## config.mk

```make
export PLATFORM = sky130hd
export DESIGN_NAME = adc_conv_sequencer
export DESIGN_NICKNAME = d
export VERILOG_FILES = /design/src/rtl/adc_conv_sequencer.sv
export SDC_FILE = /design/constraint.sdc
export NUM_CORES = 1
export LEC_CHECK = 0
export BUFFER_PORTS_ARGS = -buffer_cell sky130_fd_sc_hd__buf_2
export CAP_MARGIN = 20
export CORE_MARGIN = 2
export CORE_UTILIZATION = 55
export CTS_CLUSTER_SIZE = 16
export DETAILED_ROUTE_END_ITERATION = 8
export GPL_TIMING_DRIVEN = 1
export PLACE_DENSITY = 0.8
export SKIP_CTS_REPAIR_TIMING = 1
export SLEW_MARGIN = 20
export SYNTH_ARGS = -nofsm -noshare
export SYNTH_HDL_FRONTEND = slang
export SYNTH_SLANG_ARGS = --single-unit
```

## constraint.sdc

```tcl
create_clock -name wb_clk_i -period 4.1 [get_ports wb_clk_i]
set_input_delay 0.615 -clock wb_clk_i [delete_from_list [all_inputs] [get_ports wb_clk_i]]
set_output_delay 0.615 -clock wb_clk_i [all_outputs]
set_load 0.01 [all_outputs]
```

## src/rtl/adc_conv_sequencer.sv

```systemverilog
`default_nettype none
// ============================================================================
//  Module      : adc_conv_sequencer
//  Description : Conversion controller for the ADC digital back-ends (Flash,
//                SAR conventional, SAR monotonic). It generates the shared
//                sample strobe, times the sample and convert phases, waits
//                for the selected back-end's end-of-conversion, averages
//                2^avg_log2 conversions and publishes the averaged result
//                through a valid/ready handshake.
//
//  Ports:
//    wb_clk_i, wb_rst_i          clock, synchronous active-high reset
//    start, continuous           conversion request / auto-restart enable
//    mode, avg_log2              back-end select / averaging depth (latched)
//    clear_flags                 clears the overrun and timeout sticky flags
//    eoc_*, b_*                  back-end end-of-conversion levels and results
//    samp, sel, busy             sample strobe, latched mode, activity flag
//    result, result_valid,
//    result_ready                averaged result handshake
//    overrun, timeout            sticky error flags
//
//  Revision    : 1.0  initial release
// ============================================================================
module adc_conv_sequencer #(
    parameter int NBITS          = 10,
    parameter int SAMP_CYCLES    = 2,
    parameter int TIMEOUT_CYCLES = 64
) (
    input  logic             wb_clk_i,
    input  logic             wb_rst_i,
    input  logic             start,
    input  logic             continuous,
    input  logic [1:0]       mode,
    input  logic [1:0]       avg_log2,
    input  logic             clear_flags,
    input  logic             eoc_flash,
    input  logic             eoc_conv,
    input  logic             eoc_monot,
    input  logic [NBITS-1:0] b_flash,
    input  logic [NBITS-1:0] b_conv,
    input  logic [NBITS-1:0] b_monot,
    output logic             samp,
    output logic [1:0]       sel,
    output logic             busy,
    output logic [NBITS-1:0] result,
    output logic             result_valid,
    input  logic             result_ready,
    output logic             overrun,
    output logic             timeout
);

    // Three extra bits hold the sum of up to eight full-scale conversions.
    localparam int c_acc_w = NBITS + 3;

    localparam logic [1:0] c_st_idle    = 2'd0;
    localparam logic [1:0] c_st_sample  = 2'd1;
    localparam logic [1:0] c_st_convert = 2'd2;
    localparam logic [1:0] c_st_publish = 2'd3;

    localparam logic [7:0] c_samp_last = 8'(SAMP_CYCLES - 1);
    localparam logic [7:0] c_timeout   = 8'(TIMEOUT_CYCLES);

    logic [1:0]         r_state;
    logic [7:0]         r_phase;     // sample-length counter in SAMPLE, timeout counter in CONVERT
    logic [3:0]         r_cnt;       // conversions accumulated so far
    logic [c_acc_w-1:0] r_acc;
    logic [1:0]         r_sel;
    logic [1:0]         r_avg;
    logic               r_samp;
    logic [NBITS-1:0]   r_result;
    logic               r_valid;
    logic               r_overrun;
    logic               r_timeout;

    logic               w_eoc_sel;
    logic [NBITS-1:0]   w_b_sel;
    logic [c_acc_w-1:0] w_acc_sum;
    logic [3:0]         w_cnt_next;
    logic [3:0]         w_cnt_target;
    logic [7:0]         w_phase_next;

    // Only the latched back-end is observed; the others are masked here.
    always_comb begin
        w_eoc_sel = 1'b0;
        w_b_sel   = '0;
        case (r_sel)
            2'b01: begin
                w_eoc_sel = eoc_flash;
                w_b_sel   = b_flash;
            end
            2'b10: begin
                w_eoc_sel = eoc_conv;
                w_b_sel   = b_conv;
            end
            2'b11: begin
                w_eoc_sel = eoc_monot;
                w_b_sel   = b_monot;
            end
            default: begin
                w_eoc_sel = 1'b0;
                w_b_sel   = '0;
            end
        endcase
    end

    assign w_acc_sum    = r_acc + {3'b000, w_b_sel};
    assign w_cnt_next   = r_cnt + 4'd1;
    assign w_cnt_target = 4'd1 << r_avg;
    assign w_phase_next = r_phase + 8'd1;

    always_ff @(posedge wb_clk_i) begin
        if (wb_rst_i) begin
            r_state   <= c_st_idle;
            r_phase   <= '0;
            r_cnt     <= '0;
            r_acc     <= '0;
            r_sel     <= 2'b00;
            r_avg     <= 2'b00;
            r_samp    <= 1'b0;
            r_result  <= '0;
            r_valid   <= 1'b0;
            r_overrun <= 1'b0;
            r_timeout <= 1'b0;
        end else begin
            // Consumer accept; a publish later in this block overrides it.
            if (r_valid && result_ready) begin
                r_valid <= 1'b0;
            end
            // Flag clear comes first so a coincident set event wins.
            if (clear_flags) begin
                r_overrun <= 1'b0;
                r_timeout <= 1'b0;
            end

            case (r_state)
                c_st_idle: begin
                    if (start && (mode != 2'b00)) begin
                        r_sel   <= mode;
                        r_avg   <= avg_log2;
                        r_acc   <= '0;
                        r_cnt   <= '0;
                        r_phase <= '0;
                        r_samp  <= 1'b1;
                        r_state <= c_st_sample;
                    end
                end

                c_st_sample: begin
                    if (r_phase == c_samp_last) begin
                        r_phase <= '0;
                        r_samp  <= 1'b0;
                        r_state <= c_st_convert;
                    end else begin
                        r_phase <= w_phase_next;
                    end
                end

                c_st_convert: begin
                    // eoc is ignored on the first CONVERT cycle so a level
                    // left over from the previous conversion is not counted.
                    if (w_eoc_sel && (r_phase != 8'd0)) begin
                        r_acc   <= w_acc_sum;
                        r_cnt   <= w_cnt_next;
                        r_phase <= '0;
                        if (w_cnt_next == w_cnt_target) begin
                            r_state <= c_st_publish;
                        end else begin
                            r_samp  <= 1'b1;
                            r_state <= c_st_sample;
                        end
                    end else if (w_phase_next == c_timeout) begin
                        r_timeout <= 1'b1;
                        r_acc     <= '0;
                        r_cnt     <= '0;
                        r_phase   <= '0;
                        r_state   <= c_st_idle;
                    end else begin
                        r_phase <= w_phase_next;
                    end
                end

                c_st_publish: begin
                    r_result <= NBITS'(r_acc >> r_avg);
                    r_valid  <= 1'b1;
                    // An unread result is being replaced.
                    if (r_valid && !result_ready) begin
                        r_overrun <= 1'b1;
                    end
                    r_acc   <= '0;
                    r_cnt   <= '0;
                    r_phase <= '0;
                    if (continuous) begin
                        r_sel <= mode;
                        r_avg <= avg_log2;
                        if (mode != 2'b00) begin
                            r_samp  <= 1'b1;
                            r_state <= c_st_sample;
                        end else begin
                            r_state <= c_st_idle;
                        end
                    end else begin
                        r_state <= c_st_idle;
                    end
                end

                default: begin
                    r_samp  <= 1'b0;
                    r_state <= c_st_idle;
                end
            endcase
        end
    end

    assign samp         = r_samp;
    assign sel          = r_sel;
    assign busy         = (r_state != c_st_idle);
    assign result       = r_result;
    assign result_valid = r_valid;
    assign overrun      = r_overrun;
    assign timeout      = r_timeout;

endmodule
`default_nettype wire

```

==> results of run 1 <==
-- flip-flops by register name, summed over array words and instances (netlist names) --
signal        count
result_valid      1
r_state           2
result           10
timeout           1
overrun           1
sel               2
r_cnt             4
samp              1
r_phase           8
r_avg             2
r_acc            13
-- metrics by stage --
step	instance area, um^2	utilization	hold WS (ps)	power, W	setup WS [ps]
2_1_floorplan	3069	-	451.7	0.0009635	1152
3_3_place_gp	3405	0.6259	466.4	0.001080	1095
3_5_place_dp	3405	0.6259	479.7	0.001099	961.7
4_1_cts	3508	0.6450	496.5	0.001427	965.0
5_1_grt	3508	0.6450	519.9	0.001512	614.3
6_report	3508	0.6450	494.4	0.001416	942.1
-- power groups by stage --
stage / sequential [W] / clock, W / combinational [W]
CTS: 0.000530 / 0.000334 / 0.000564
detailed placement: 0.000540 / 0 / 0.000560
floorplan: 0.000499 / 0 / 0.000464
finish: 0.000528 / 0.000327 / 0.000562
global placement: 0.000537 / 0 / 0.000544
global route: 0.000539 / 0.000351 / 0.000621
-- per-layer routing --
| layer | up-vias | part of all wire |
|---|---|---|
| met5 | - | 0 |
| met4 | 0 | 0.026 |
| met3 | 15 | 0.056 |
| met2 | 97 | 0.50 |
| met1 | 1288 | 0.42 |
| li1 | 1350 | - |
-- layout by cell type, fill, tap and decap left out, types with 13 or more instances in the layout --
cell type   n
a22o_1     19
buf_2      59
dfxtp_1    45
ha_1       19
inv_1      13
mux2i_1    22
nand2_1    21
nand3_1    14
nor2_1     34
-- logic make-up after synthesis --
family	after synthesis
AOI/OAI and AO/OA	77
buffers and inverters	28
adders and majority gates	20
muxes	44
DFF	45
xor gates and xnor gates	9
and+or+nand+nor	106
-- final timing paths --
| path | start | slack (ps) | cells past startpoint | end |
|---|---|---|---|---|
| max | sel[1] | 940 | 11 | r_acc[12] |
| min | r_cnt[3] | 490 | 1 | r_cnt[3] |
| max reg2reg | sel[1] | 940 | 11 | r_acc[12] |
| min reg2reg | r_cnt[3] | 490 | 1 | r_cnt[3] |
-- layout make-up --
cell class	instances	area share
Multi-Input combinational cell	256	0.5856
Sequential cell	45	0.2568
Timing Repair Buffer	61	0.08845
Tap cell	72	0.02568
Clock buffer	5	0.01961
Inverter	13	0.01391
Clock inverter	2	0.009986
==> run metrics, run 1 <==
NumNets Final 445; Yosys cell types 58; first-pass GRT wire length 12.03 mm; sw frac 0.3743; complex-gate fraction of the synthesized area 0.1953; cell-internal power 0.0008862 W; max_slew headroom 0.4499; Post-synth top cells dfxtp_1 (45), nor2_1 (34), mux2i_1 (22), nand2_1 (21); die height 78.70 um; vias in the first global route 2642; Buffers & Inverters on Critical Path 1; Antenna Cells 0; Worst Path Class, Setup register to register; syn avg cell area 9.329 um^2; die footprint 6194 um^2; layout cell share with drive strength beyond 1 0.2565; top-area cell type share of the netlist area 0.2935; area of the multi-input gates 2054 um^2; sequential cell area 900.9 um^2; largest net degree at the start of global routing 35; DRT Pass-1 Iters 4; sequential power share 0.373; DPL Wire Length 5.462 mm; Synth Warn # 0; Worst Hold Class register to register; area delta synth->final 14.31%; Cell Count Post-Placement 447; Critical Path End Type register; Max Slew Vio Count 0; worst-case clock buffer depth 2; count leader, synth dfxtp_1; Post-Syn Area 3069 um^2; Finished Layout Cells 454; grt met3 use 0.03864; total negative slack 0 ps; switching pwr 0.0005302 W; Starting Density 0.5643; Top Ports 60; status complete, no violations; max-cap violation count 0; crit path cell chain mux2_2 > a22o_1 > ha_1 > inv_1 > fa_1 > nor2b_1 > o31ai_1 > nand3_1 > a221oi_1 > o211ai_1 > a31oi_1; simple-gate share of the synthesized area 0.1753; XOR/XNOR share of the synthesized area 0.02568; syn_nets 392; FP Rows 27; grt ovf 0; cell count after synthesis 329; core area 5439 um^2; dominant synthesized flop cell dfxtp_1; post-synthesis sequential area ratio 0.2935; Synth Register Bits 45; via count 2750; endpoints failing hold 0; Detailed Route Iter0 Violations 175; CP required 4330 ps; Max Clock Freq 316.7 MHz; Finish-stage setup viols 0; Routability Congestion 0.9533; skew final 10.50 ps; CTS Sinks 45; Antenna Nets Post-Route 0; max incr delay on CP 660 ps; RSZ-0062 raised after global routing false; number of enable flip-flop cells after synthesis 0; min cycle time layout 3158 ps; cell taking the most area after synthesis dfxtp_1; mux share of post-synthesis cell area 0.1892; htree depth 2; CTS tree built; final WL 7.203 mm; critical path's slowest cell dfxtp_1; top post-synthesis cells by area dfxtp_1 (29%), ha_1 (7.7%), mux4_2 (7.3%), mux2i_1 (7.2%), a22o_1 (5.4%); via/cell ratio 6.057; LEAKAGE 1.504 nW; drt drc 0; routed len/inst 15.87 um; Clock transition at path regs 90 ps; maximum vdd ir drop 0.2576 mV; initial antenna violation count 0; gr busiest metal met2; Fillers 443; clock root buffer clkbuf_8; Tcrit/Tclk final 0.7702; GR Util met1 0.3130; Least-Margin Pin Slew 825.2 ps; Top delay family on crit path compound AO/OA/AOI/OAI gates; clock power share 0.231; CP startpoint kind register; worst-skew pair later-pin latency 300 ps; ys async rst share 0; Total GRT Usage 0.2445; CTS Buf Count 5; Die Wd 78.70 um; Pwr Density 403.7 nW/um^2; combinational group share of total power 0.396; grt met2 use 0.4171; Synth Area in Adders 0.08398; port buffer count 59; maximum fanout along the worst path 14; main combinational cell family by area after synthesis compound AO/OA/AOI/OAI gates; Arrival @ worst endpoint 3390 ps
No activity file was read; power rests on OpenSTA's default activity.
==> run 2, diff against run 1 <==
--- a/config.mk
+++ b/config.mk
@@ -8,11 +8,11 @@
 export BUFFER_PORTS_ARGS = -buffer_cell sky130_fd_sc_hd__buf_2
 export CAP_MARGIN = 20
 export CORE_MARGIN = 2
-export CORE_UTILIZATION = 55
+export CORE_UTILIZATION = 50
 export CTS_CLUSTER_SIZE = 16
 export DETAILED_ROUTE_END_ITERATION = 8
 export GPL_TIMING_DRIVEN = 1
-export PLACE_DENSITY = 0.8
+export PLACE_DENSITY = 0.76
 export SKIP_CTS_REPAIR_TIMING = 1
 export SLEW_MARGIN = 20
 export SYNTH_ARGS = -nofsm -noshare
==> constraint.sdc (replaced) <==
create_clock -name wb_clk_i -period 2.8 [get_ports wb_clk_i]
set_input_delay 0.42 -clock wb_clk_i [delete_from_list [all_inputs] [get_ports wb_clk_i]]
set_output_delay 0.42 -clock wb_clk_i [all_outputs]
set_load 0.01 [all_outputs]
==> run metrics, run 2 (synthesis results as in run 1) <==
number of flip-flops under the largest register name 13 (unchanged); critical path's slowest cell a2111oi_1 (was dfxtp_1); die height 82.35 um (was 78.70 um); maximum fanout along the worst path 7 (was 14); routed len/inst 16.60 um (was 15.87 um); worst-case clock buffer depth 2 (unchanged); Pwr Density 578.7 nW/um^2 (was 403.7 nW/um^2); status complete, no violations (unchanged); Crit path top cell by count a22o_1; area of the multi-input gates 2113 um^2 (was 2054 um^2); die footprint 6781 um^2 (was 6194 um^2); DPL Wire Length 5.676 mm (was 5.462 mm); PnR Total Power 0.002100 W (was 0.001416 W); Routability Congestion 0.9010 (was 0.9533); clock root buffer clkbuf_8 (unchanged); Least-Margin Pin Slew 733.7 ps (was 825.2 ps); Top delay family on crit path compound AO/OA/AOI/OAI gates (unchanged); final WL 7.735 mm (was 7.203 mm); vias in the first global route 2635 (was 2642); grt ovf 0 (unchanged); max incr delay on CP 440 ps (was 660 ps); via/cell ratio 5.996 (was 6.057); Tcrit/Tclk final 0.9409 (was 0.7702); area delta synth->final 18.22% (was 14.31%); pre-CTS WS -28.85 ps (was 961.7 ps); maximum vdd ir drop 0.5521 mV (was 0.2576 mV); Critical Path End Type register (unchanged); largest net degree at the start of global routing 35 (unchanged); initial antenna violation count 0 (unchanged); CTS Sinks 45 (unchanged); Finish-stage setup viols 0 (unchanged); worst-skew pair later-pin latency 300 ps (about the same); Antenna Nets Post-Route 0 (unchanged); Worst Path Class, Setup register to register (unchanged); Fillers 518 (was 443); Top Ports 60 (unchanged); Cell Count Post-Placement 458 (was 447); min cycle time layout 2634 ps (was 3158 ps); NumNets Final 454 (was 445); Max Clock Freq 379.6 MHz (was 316.7 MHz); max-cap violation count 0 (unchanged); total negative slack 0 ps (unchanged); Total GRT Usage 0.2384 (was 0.2445); endpoints failing hold 0 (unchanged); DRT Pass-1 Iters 4 (unchanged); Finished Layout Cells 466 (was 454); via count 2794 (was 2750); CTS Buf Count 5 (unchanged); drt drc 0 (unchanged); Biggest register r_acc (unchanged); core area 5921 um^2 (was 5439 um^2); sequential cell area 904.6 um^2 (was 900.9 um^2); Starting Density 0.5184 (was 0.5643); CP startpoint kind register (unchanged); FP Rows 28 (was 27); most frequent cells in the layout buf_2 (59), dfxtp_1 (44), nor2_1 (34) (was buf_2 (59), dfxtp_1 (45), nor2_1 (34)); Clock transition at path regs 80 ps (was 90 ps); Arrival @ worst endpoint 2830 ps (was 3390 ps); CTS tree built (unchanged); max_slew headroom 0.5082 (was 0.4499); layout cell share with drive strength beyond 1 0.2967 (was 0.2565); LEAKAGE 1.544 nW (was 1.504 nW); crit path cell chain buf_6 > mux2_2 > a22o_1 > ha_1 > a2111oi_1 > o21ai_0 > nand4_1 > nand2_1 > xor2_1 > a22o_1 (was mux2_2 > a22o_1 > ha_1 > inv_1 > fa_1 > nor2b_1 > o31ai_1 > nand3_1 > a221oi_1 > o211ai_1 > a31oi_1); Buffers & Inverters on Critical Path 1 (unchanged); first-pass GRT wire length 12.45 mm (was 12.03 mm); Max Slew Vio Count 0 (unchanged); skew final 8.153 ps (was 10.50 ps); commonest non-fill, non-tap cell in the layout buf_2 (unchanged); port buffer count 59 (unchanged); Die Wd 82.35 um (was 78.70 um); Setup WS post-layout 165.5 ps (was 942.1 ps); RSZ-0062 raised after global routing true (was false); Worst Hold Class input port to register (was register to register); CP required 3000 ps (was 4330 ps); Antenna Cells 0 (unchanged); htree depth 2 (unchanged); Detailed Route Iter0 Violations 133 (was 175)
## run 2: cell type report
| cell class | instances | share of cell area |
|---|---|---|
| clock buffers | 7 | 0.02379 |
| inverters | 13 | 0.01345 |
| multi-input cells | 256 | 0.5824 |
| flip-flops and latches | 45 | 0.2493 |
| well taps | 75 | 0.02586 |
| repair buffers | 70 | 0.1052 |
## run 2: path summary, 6_finish.rpt
path / from / to / slack (ps) / depth (start not counted)
worst min register to register: result[8] / result[8] / 490 / 2
worst min-delay path: avg_log2[1] / r_avg[1] / 380 / 3
worst max register to register: sel[1] / r_acc[9] / 170 / 10
worst max-delay path: sel[1] / r_acc[9] / 170 / 10
## run 2: per-stage QoR
step,util,hold WS [ps],area (um^2)
global route,0.6128,389.4,3628
detailed placement,0.5869,477.0,3475
finish,0.6128,378.2,3628
floorplan,-,451.7,3077
CTS,0.6014,370.3,3561
global placement,0.5869,469.7,3475
## run 2: worst min-delay path: stages
cell	delay [ps]
buf_2	90
mux2i_1	60
nor2_1	70
## run 2: where the power goes
group,switching [W],internal [W],leakage (nW)
Combinational,0.000547,0.000405,1.14
Sequential,0.0000424,0.000679,0.364
Clock,0.000229,0.000197,0.0443
Total,0.000819,0.00128,1.54
## run 2: per-layer routing
layer,wire length (um),share of wire,global-route usage,vias to the layer above
li1,-,-,-,1367
met1,3476,0.45,0.3184,1324
met2,3759,0.49,0.3911,93
met3,377,0.049,0.03696,10
met4,122,0.016,0.08333,0
met5,0,0,0,-
